===== src/rtl/seq_magnitude_comparator_if.sv =====
// Handshake and operand/result bundle for seq_magnitude_comparator.
// The producer/consumer side uses master and the comparator uses slave.
interface seq_magnitude_comparator_if #(
   parameter int WIDTH = 16,
   parameter int CHUNK = 4
);
   localparam int NCHUNK = WIDTH / CHUNK;
   localparam int CW     = $clog2(NCHUNK + 1);

   logic             in_valid;
   logic             in_ready;
   logic [WIDTH-1:0] x;
   logic [WIDTH-1:0] y;
   logic             is_signed;
   logic             out_valid;
   logic             out_ready;
   logic             eq;
   logic             lt;
   logic             gt;
   logic [CW-1:0]    cycles;

   modport master (
      output in_valid, x, y, is_signed, out_ready,
      input  in_ready, out_valid, eq, lt, gt, cycles
   );

   modport slave (
      input  in_valid, x, y, is_signed, out_ready,
      output in_ready, out_valid, eq, lt, gt, cycles
   );
endinterface


===== src/rtl/seq_magnitude_comparator.sv =====
// Multi-cycle unsigned/signed magnitude comparator that scans CHUNK bits per
// clock from the most-significant chunk down, with valid/ready on both sides.
module seq_magnitude_comparator #(
   parameter int WIDTH      = 16,
   parameter int CHUNK      = 4,
   parameter bit EARLY_EXIT = 1'b1
) (
   input logic                       clk,
   input logic                       rst_n,
   seq_magnitude_comparator_if.slave bus
);
   localparam int NCHUNK = WIDTH / CHUNK;
   localparam int IDXW   = (NCHUNK > 1) ? $clog2(NCHUNK) : 1;
   localparam int CW     = $clog2(NCHUNK + 1);
   localparam logic [IDXW-1:0]  LAST_IDX = IDXW'(NCHUNK - 1);
   localparam logic [WIDTH-1:0] SIGN_BIT = WIDTH'(1) << (WIDTH - 1);

   typedef enum logic [1:0] {
      IDLE,
      SCAN,
      DONE
   } state_t;

   state_t           state;
   state_t           state_next;
   logic [WIDTH-1:0] a_q;
   logic [WIDTH-1:0] b_q;
   logic [IDXW-1:0]  idx_q;
   logic [CW-1:0]    cycles_q;
   logic             eq_q;
   logic             lt_q;
   logic             gt_q;
   logic             found_q;

   logic [CHUNK-1:0] a_chunk;
   logic [CHUNK-1:0] b_chunk;
   logic             chunk_diff;
   logic             first_diff;
   logic             last_chunk;
   logic             in_ready_c;
   logic             out_valid_c;
   logic             accept;
   logic             handoff;

   always_comb begin
      a_chunk    = a_q[int'(idx_q) * CHUNK +: CHUNK];
      b_chunk    = b_q[int'(idx_q) * CHUNK +: CHUNK];
      chunk_diff = (a_chunk != b_chunk);
      first_diff = chunk_diff && !found_q;
      last_chunk = (idx_q == '0);
   end

   always_ff @(posedge clk) begin
      if (!rst_n) begin
         state <= IDLE;
      end else begin
         state <= state_next;
      end
   end

   always_comb begin
      state_next = state;
      case (state)
         IDLE: begin
            if (accept) begin
               state_next = SCAN;
            end
         end
         SCAN: begin
            if ((EARLY_EXIT && first_diff) || last_chunk) begin
               state_next = DONE;
            end
         end
         DONE: begin
            if (handoff) begin
               state_next = IDLE;
            end
         end
         default: state_next = IDLE;
      endcase
   end

   // in_ready is masked by rst_n so nothing is offered while reset is held.
   always_comb begin
      in_ready_c  = rst_n && (state == IDLE);
      out_valid_c = (state == DONE);
      accept      = bus.in_valid && in_ready_c;
      handoff     = out_valid_c && bus.out_ready;
   end

   // Flipping both sign bits at capture turns a signed order into an unsigned
   // one, so the scan itself never needs to know the mode.
   always_ff @(posedge clk) begin
      if (!rst_n) begin
         a_q      <= '0;
         b_q      <= '0;
         idx_q    <= '0;
         cycles_q <= '0;
         eq_q     <= 1'b0;
         lt_q     <= 1'b0;
         gt_q     <= 1'b0;
         found_q  <= 1'b0;
      end else begin
         case (state)
            IDLE: begin
               if (accept) begin
                  a_q      <= bus.x ^ ({WIDTH{bus.is_signed}} & SIGN_BIT);
                  b_q      <= bus.y ^ ({WIDTH{bus.is_signed}} & SIGN_BIT);
                  idx_q    <= LAST_IDX;
                  cycles_q <= '0;
                  eq_q     <= 1'b0;
                  lt_q     <= 1'b0;
                  gt_q     <= 1'b0;
                  found_q  <= 1'b0;
               end
            end
            SCAN: begin
               cycles_q <= cycles_q + CW'(1);
               if (first_diff) begin
                  lt_q    <= (a_chunk < b_chunk);
                  gt_q    <= (a_chunk > b_chunk);
                  found_q <= 1'b1;
               end
               if (last_chunk && !found_q && !chunk_diff) begin
                  eq_q <= 1'b1;
               end
               if (!last_chunk) begin
                  idx_q <= idx_q - IDXW'(1);
               end
            end
            default: ;
         endcase
      end
   end

   assign bus.in_ready  = in_ready_c;
   assign bus.out_valid = out_valid_c;
   assign bus.eq        = eq_q;
   assign bus.lt        = lt_q;
   assign bus.gt        = gt_q;
   assign bus.cycles    = cycles_q;

endmodule

===== src/flat_wrapper.sv =====
// flat-port wrapper written by rule: the top's interface ports become plain ports
module seq_magnitude_comparator_flat 
#(
   parameter int WIDTH      = 16,
   parameter int CHUNK      = 4,
   parameter bit EARLY_EXIT = 1'b1
)
  (clk, rst_n, bus_in_valid, bus_x, bus_y, bus_is_signed, bus_out_ready, bus_in_ready, bus_out_valid, bus_eq, bus_lt, bus_gt, bus_cycles);
  seq_magnitude_comparator_if #(.WIDTH(WIDTH), .CHUNK(CHUNK)) bus_i ();
  input logic clk;
  input logic rst_n;
  input wire logic [$bits(bus_i.in_valid)-1:0] bus_in_valid;
  input wire logic [$bits(bus_i.x)-1:0] bus_x;
  input wire logic [$bits(bus_i.y)-1:0] bus_y;
  input wire logic [$bits(bus_i.is_signed)-1:0] bus_is_signed;
  input wire logic [$bits(bus_i.out_ready)-1:0] bus_out_ready;
  output wire logic [$bits(bus_i.in_ready)-1:0] bus_in_ready;
  output wire logic [$bits(bus_i.out_valid)-1:0] bus_out_valid;
  output wire logic [$bits(bus_i.eq)-1:0] bus_eq;
  output wire logic [$bits(bus_i.lt)-1:0] bus_lt;
  output wire logic [$bits(bus_i.gt)-1:0] bus_gt;
  output wire logic [$bits(bus_i.cycles)-1:0] bus_cycles;
  assign bus_i.in_valid = bus_in_valid;
  assign bus_i.x = bus_x;
  assign bus_i.y = bus_y;
  assign bus_i.is_signed = bus_is_signed;
  assign bus_i.out_ready = bus_out_ready;
  assign bus_in_ready = bus_i.in_ready;
  assign bus_out_valid = bus_i.out_valid;
  assign bus_eq = bus_i.eq;
  assign bus_lt = bus_i.lt;
  assign bus_gt = bus_i.gt;
  assign bus_cycles = bus_i.cycles;
  seq_magnitude_comparator #(.WIDTH(WIDTH), .CHUNK(CHUNK), .EARLY_EXIT(EARLY_EXIT)) u_core (.clk(clk), .rst_n(rst_n), .bus(bus_i));
endmodule

===== config.mk =====
export PLATFORM = sky130hd
export DESIGN_NAME = seq_magnitude_comparator_flat
export DESIGN_NICKNAME = d
export VERILOG_FILES = /design/src/rtl/seq_magnitude_comparator_if.sv /design/src/rtl/seq_magnitude_comparator.sv /design/src/flat_wrapper.sv
export SDC_FILE = /design/constraint.sdc
export NUM_CORES = 1
export LEC_CHECK = 0
export ABC_AREA = 1
export CAP_MARGIN = 20
export CELL_PAD_IN_SITES_DETAIL_PLACEMENT = 0
export CELL_PAD_IN_SITES_GLOBAL_PLACEMENT = 1
export CORE_AREA = 5 5 85 87
export DETAILED_ROUTE_END_ITERATION = 10
export DIE_AREA = 0 0 90 92
export PLACE_DENSITY_LB_ADDON = 0.25
export SLEW_MARGIN = 20
export SYNTH_ARGS = -nofsm -noshare
export SYNTH_HDL_FRONTEND = slang
export SYNTH_SLANG_ARGS = --single-unit

===== constraint.sdc =====
create_clock -name clk -period 1.71 [get_ports clk]
set_input_delay 0.513 -clock clk [delete_from_list [all_inputs] [get_ports clk]]
set_output_delay 0.513 -clock clk [all_outputs]
set_load 0.02 [all_outputs]

==> flow_summary_export.csv, run 1 <==
group,metric,value,unit
floorplan,start_util,31.6,%
layout,fin_nets,368,
sta,max_freq,549,MHz
sta,setup_slack,-0.111,ns
floorplan,die_h,92,um
logic_synthesis,syn_area,1980,um^2
place,dp_hpwl,3620,um
logic_synthesis,yosysTopAreaCell,"dfxtp_1",
route,drc,0,
floorplan,die_width,90,um
clock_network,clk_pin_slew,0.09,ns
logic_synthesis,syn_area_per_cell,7.32,um^2
worst_setup_path,critPathKind,"register to register",
worst_setup_path,endpoint_kind,"register",
global_route,grt_max_degree,38,
worst_setup_path,crit_path_start_kind,"register",
clock_network,cts_root_buffer,"clkbuf_8",
layout,fin_util,45.8,%
floorplan,ios,45,
status,violations,"negative setup slack",
logic_synthesis,synth_compound_area_share,12.9,%
logic_synthesis,synth_most_common_cell,"nand2_1",
layout,fin_cells,403,
sta,worstMarginPinSlew,0.395,ns
status,outcome,"finished, violations left",
layout,fill_cells,674,
global_route,grt_pass1_wl,8470,um
global_route,antenna_found_initial,0,
pwr,p_leak,0.00127,uW
clock_network,cts_num_sinks,43,
clock_network,clk_latency,0.29,ns
route,dr.pass1.iters,4,
logic_synthesis,synthSimpleGateAreaFrac,31.0,%
place,place.gp.congestion,0.755,
route,wl_per_cell,12.6,um
logic_synthesis,synth.distinct_cells,26,
pwr,ir_worst_vdd,0.572,mV
logic_synthesis,async_flop_share,0,%
layout,drive_gt1_share,21.2,%
logic_synthesis,synth_flop_cell,"dfxtp_1",
logic_synthesis,synth-seq-cells,43,
clock_network,numCtsBuffers,5,
worst_setup_path,arrival,2.05,ns
floorplan,rows,29,
sta,setup-violations-final,5,
place,port_buffers,44,
sta,min_period_over_period,106,%
sta,hold_viol,0,
global_route,grt_overflow,0,
floorplan,die_area,8280,um^2
clock_network,cts_tree,"built",
worst_setup_path,required,1.94,ns
route,wl,5100,um
logic_synthesis,synth.area.mux_share,0,%
clock_network,clock_path_buffers,2,
logic_synthesis,synth_top_family_by_area,"simple AND/OR/NAND/NOR gates",
logic_synthesis,synthTopCellsByArea,"dfxtp_1 43%, nand2_1 17%, nand3_1 8.8%, a21oi_1 3.8%, ha_1 3.8%",
clock_network,h-tree-depth,2,
layout,syn2layout_area_growth,44.9,%
route,postRouteAntennaNets,0,
sta,maxSlewViolCount,0,
worst_setup_path,cp_max_fo,8,
place,placedCellCount,392,
layout,antenna_cells,0,
logic_synthesis,synth_adder_area_share,3.79,%
global_route,grt_usage,12.5,%
job,maxCapViolations,0,
pwr,power_density,1030,nW/um^2
route,drt_iter0_drc,40,
sta,slew_headroom,73.7,%
sta,period_minus_slack,1.82,ns
logic_synthesis,synth-xor-area-share,0.883,%
logic_synthesis,synthTopCellsByCount,"90 x nand2_1, 43 x dfxtp_1, 35 x nand3_1, 15 x a21oi_1, 15 x o21ai_0",
sta,skew,0.00830,ns
logic_synthesis,syn-instance-count,271,
logic_synthesis,ys_warn_count,0,
logic_synthesis,synth_top_area_share,43.4,%
logic_synthesis,ys_seq_area_share,43.4,%
sta,rsz0062_at_grt,"yes",
global_route,grt_pass1_vias,1842,
floorplan,core_region_area,6280,um^2
logic_synthesis,syn_nets,314,
worst_hold_path,holdCritPathClass,"register to register",
logic_synthesis,synth_edf_count,0,
route,vias,1907,
route,viasPerCell,4.73,
logic make-up after synthesis:
kind of cell,after synthesis
simple gates,145
compound gates,44
flops,43
buf+inv,31
fa+ha+maj,6
xor+xnor,2
sequential cells by signal (all words and copies together), names as in the netlist:
| name | count |
|---|---|
| u_core.found_q | 1 |
| u_core.bus.cycles | 3 |
| u_core.a_q | 16 |
| u_core.bus.gt | 1 |
| u_core.bus.eq | 1 |
| u_core.b_q | 16 |
| u_core.state | 2 |
| u_core.bus.lt | 1 |
| u_core.idx_q | 2 |
final cells by class:
class	instances	area (um^2)	share of cell area [%]
clock buffer	6	82.6	2.87
clock inverter	2	35.0	1.22
inverter	16	67.6	2.35
multi-input combinational	197	1130	39.2
sequential	43	867	30.2
tap	77	96.3	3.35
timing repair buffer	62	599	20.9
per-layer routing:
| layer | vias up | wire [um] | share of wire (%) | global-route usage [%] |
|---|---|---|---|---|
| li1 | 1000 | - | - | - |
| met1 | 867 | 2420 | 47 | 15.8 |
| met2 | 34 | 2400 | 47 | 20.5 |
| met3 | 6 | 227 | 4.5 | 3.76 |
| met4 | 0 | 53 | 1.0 | 3.72 |
| met5 | - | 0 | 0 | 0 |
where the power goes:
part | switching [uW] | internal [uW] | leakage [uW]
Combinational | 496 | 474 | 0.000857
Clock | 349 | 473 | 0.0000612
Sequential | 71.6 | 1100 | 0.000355
metrics by stage:
stage	cell area [um^2]	setup TNS (ns)	hold slack, ns	setup WS [ns]	power (uW)
CTS	2780	-0.345	0.467	-0.0956	2870
detailed placement	2560	-17.92	0.455	-0.602	1920
global route	2870	-0.920	0.488	-0.184	3160
global placement	2560	-17.81	0.453	-0.603	1910
finish	2870	-0.407	0.472	-0.111	2960
floorplan	2030	0	0.439	0.00605	1670
path summary, 6_finish.rpt:
path              startpoint             end  slack (ns)  cells past startpoint
max          u_core.idx_q[0]  u_core.found_q       -0.11                     10
min            u_core.bus.gt   u_core.bus.gt        0.47                      2
max reg2reg  u_core.idx_q[0]  u_core.found_q       -0.11                     10
min reg2reg    u_core.bus.gt   u_core.bus.gt        0.47                      2
cells in the final DEF (no fill, tap or decap), drive strengths merged:
cell type / n
clkdlybuf4s50: 35
a32o: 4
clkbuf: 6
nand3: 36
buf: 19
nand2: 91
xnor2: 2
dfxtp: 43
clkdlybuf4s15: 1
ha: 6
dlygate4sd2: 7
a31oi: 1
a211oi: 1
o21ai: 18
a21oi: 16
clkinv: 1
o22ai: 4
bufinv: 1
inv: 16
nor2: 15
nor3: 3
worst max-delay path, cell delays in order, from the launching register on:
cell	delay, ns
dfxtp_4	0.44
buf_12	0.16
a21oi_2	0.06
a32o_2	0.25
ha_4	0.28
nand2_4	0.06
o21ai_4	0.16
nand2_1	0.08
nand2_2	0.09
nand2_1	0.05
a21oi_1	0.13
what timing repair did:
item | in CTS | in global routing
hold buffers | 0 | 0
hold endpoints to repair | 0 | 0
buffers inserted | 2 | 0
pin swaps | 14 | 13
setup endpoints to repair | 49 | 7
gates resized for setup | 33 | 22
gates cloned | 1 | 0
Note: power is estimated with default switching activity, not from simulation.
==> run 2, diff against run 1 <==
Settings changed: CORE_AREA 5 5 85 87 to 5 5 82 84, DIE_AREA 0 0 90 92 to 0 0 87 89, SLEW_MARGIN 20 to 40.
Clock period 1.71 ns to 1.9 ns, I/O delays scaled along.
==> run 2 against run 1 <==
Against the previous run:
- combinational power decreased by 23%
- routed wire length decreased by 4.9%
- worst hold slack got worse by 0.0044 ns
- critical path depth unchanged
- die area decreased by 6.5%
- worst setup slack improved by 0.13 ns
- clock power decreased by 17%
- the run now ends clean
- largest cell class unchanged
- total power decreased by 16%
==> flow_summary_export.csv, run 2 (synthesized netlist as in run 1, its figures left out) <==
group,metric,value,unit
status,outcome,"finished clean",
pwr,seqPwrFrac,42.3,%
layout,drive_gt1_share,17.5,%
worst_hold_path,holdCritPathClass,"register to register",
pwr,power_density,898,nW/um^2
place,dp_hpwl,3500,um
clock_network,cts_hold_buf,0,
global_route,grt_usage,13.2,%
worst_setup_path,required,2.13,ns
layout,antenna_cells,0,
route,wl,4850,um
route,viasPerCell,4.67,
sta,setup_slack,0.0215,ns
sta,skew,0.00803,ns
worst_setup_path,endpoint_kind,"register",
pwr,internal_power,1730,uW
pwr,power.switching,751,uW
sta,period_minus_slack,1.88,ns
worst_setup_path,arrival,2.11,ns
floorplan,core_region_area,5850,um^2
floorplan,die_area,7740,um^2
pwr,ir_worst_vdd,0.451,mV
global_route,grt_pass1_vias,1811,
floorplan,rows,28,
sta,max_freq,532,MHz
sta,maxSlewViolCount,0,
sta,worstMarginPinSlew,0.375,ns
clock_network,clk_latency,0.29,ns
global_route,grt_pass1_wl,7980,um
floorplan,die_h,89,um
clock_network,cts_tree,"built",
place,dp_slack,-0.535,ns
clock_network,cts_root_buffer,"clkbuf_8",
clock_network,clock_path_buffers,2,
sta,setup-violations-final,0,
global_route,grt_overflow,0,
route,postRouteAntennaNets,0,
route,dr.pass1.iters,4,
route,drt_iter0_drc,71,
pwr,swShare,30.3,%
clock_network,cts_num_sinks,43,
worst_setup_path,critPathKind,"register to register",
layout,fin_util,47.2,%
route,vias,1866,
layout,fin_nets,368,
sta,hold_viol,0,
sta,rsz0062_at_grt,"yes",
route,drc,0,
layout,most-common-layout-cells,"84 x nand2_1, 41 x dfxtp_1, 39 x clkdlybuf4s50_1",
floorplan,start_util,33.9,%
pwr,p_leak,0.00124,uW
job,maxCapViolations,0,
sta,slew_headroom,75.0,%
clock_network,clk_pin_slew,0.08,ns
worst_setup_path,cp_max_fo,8,
floorplan,ios,45,
layout,final_common_cell,"nand2_1",
pwr,clkPwrFrac,27.5,%
route,wl_per_cell,12.1,um
clock_network,numCtsBuffers,5,
global_route,antenna_found_initial,0,
floorplan,die_width,87,um
sta,min_period_over_period,98.9,%
place,place.gp.congestion,0.785,
place,port_buffers,44,
layout,syn2layout_area_growth,39.2,%
clock_network,h-tree-depth,2,
worst_setup_path,crit_path_start_kind,"register",
pwr,pwr-share-comb,30.2,%
global_route,grt_max_degree,38,
run 2: changes by cell type in the layout (fill, tap and decap cells not counted), sizes merged:
| cell | before | now |
|---|---|---|
| clkinvlp | 0 | 2 |
| clkdlybuf4s15 | 1 | 0 |
| inv | 16 | 15 |
| clkinv | 1 | 0 |
| dlygate4sd2 | 7 | 1 |
| clkdlybuf4s50 | 35 | 39 |
| clkbuf | 6 | 8 |
| dlymetal6s2s | 0 | 2 |
| buf | 19 | 17 |
run 2: layer usage:
layer,GRT usage (%),part of all wire (%),up-vias
li1,-,-,999
met1,15.8,46,823
met2,23.3,48,36
met3,3.04,4.9,8
met4,4.67,1.4,0
met5,0,0,-
run 2: area by class of cell:
cell class | instances | area (um^2)
fill | 596 | 3090
multi-input combinational | 197 | 1020
sequential | 43 | 866
timing repair buffer | 62 | 602
tap | 75 | 93.8
inverter | 16 | 71.3
clock buffer | 5 | 68.8
clock inverter | 2 | 37.5
run 2: worst paths after layout:
path	cells past startpoint	to	from	slack [ns]
worst min register to register	2	u_core.a_q[7]	u_core.a_q[7]	0.47
worst min-delay path	2	u_core.a_q[7]	u_core.a_q[7]	0.47
worst max register to register	10	u_core.bus.lt	u_core.idx_q[0]	0.02
worst max-delay path	10	u_core.bus.lt	u_core.idx_q[0]	0.02
run 2: through the flow:
| stage | hold WS, ns | power [uW] | instances | setup TNS [ns] | area, um^2 |
|---|---|---|---|---|---|
| final | 0.467 | 2480 | 400 | 0 | 2760 |
| after global routing | 0.490 | 2640 | 400 | -0.301 | 2760 |
| after CTS | 0.466 | 2400 | 396 | 0 | 2650 |
| after detailed placement | 0.455 | 1670 | 386 | -11.29 | 2500 |
| after global placement | 0.450 | 1660 | 386 | -11.28 | 2500 |
| after floorplan | 0.439 | 1450 | 271 | 0 | 1980 |
run 2: repair_timing:
action | 4_1_cts | 5_1_grt
buffers inserted | 3 | 3
endpoints found under the setup margin | 9 | 8
cloned | 0 | 1
gates resized for setup | 17 | 26
pin swaps | 1 | 11
run 2: worst max-delay path, cell delays in order (launching register included):
cell	delay, ns
dfxtp_4	0.41
buf_8	0.14
o21ai_0	0.09
o22ai_1	0.25
ha_1	0.29
nand2_2	0.12
o21ai_4	0.09
buf_6	0.12
nor2_4	0.14
nand2_2	0.07
a21oi_2	0.10
run 2: power by group through the flow:
stage                     clock, uW  combinational [uW]  sequential, uW
final                           683                 748            1050
after global routing            742                 839            1060
after CTS                       710                 642            1040
after detailed placement          0                 608            1060
after global placement            0                 597            1060
after floorplan                   0                 403            1050
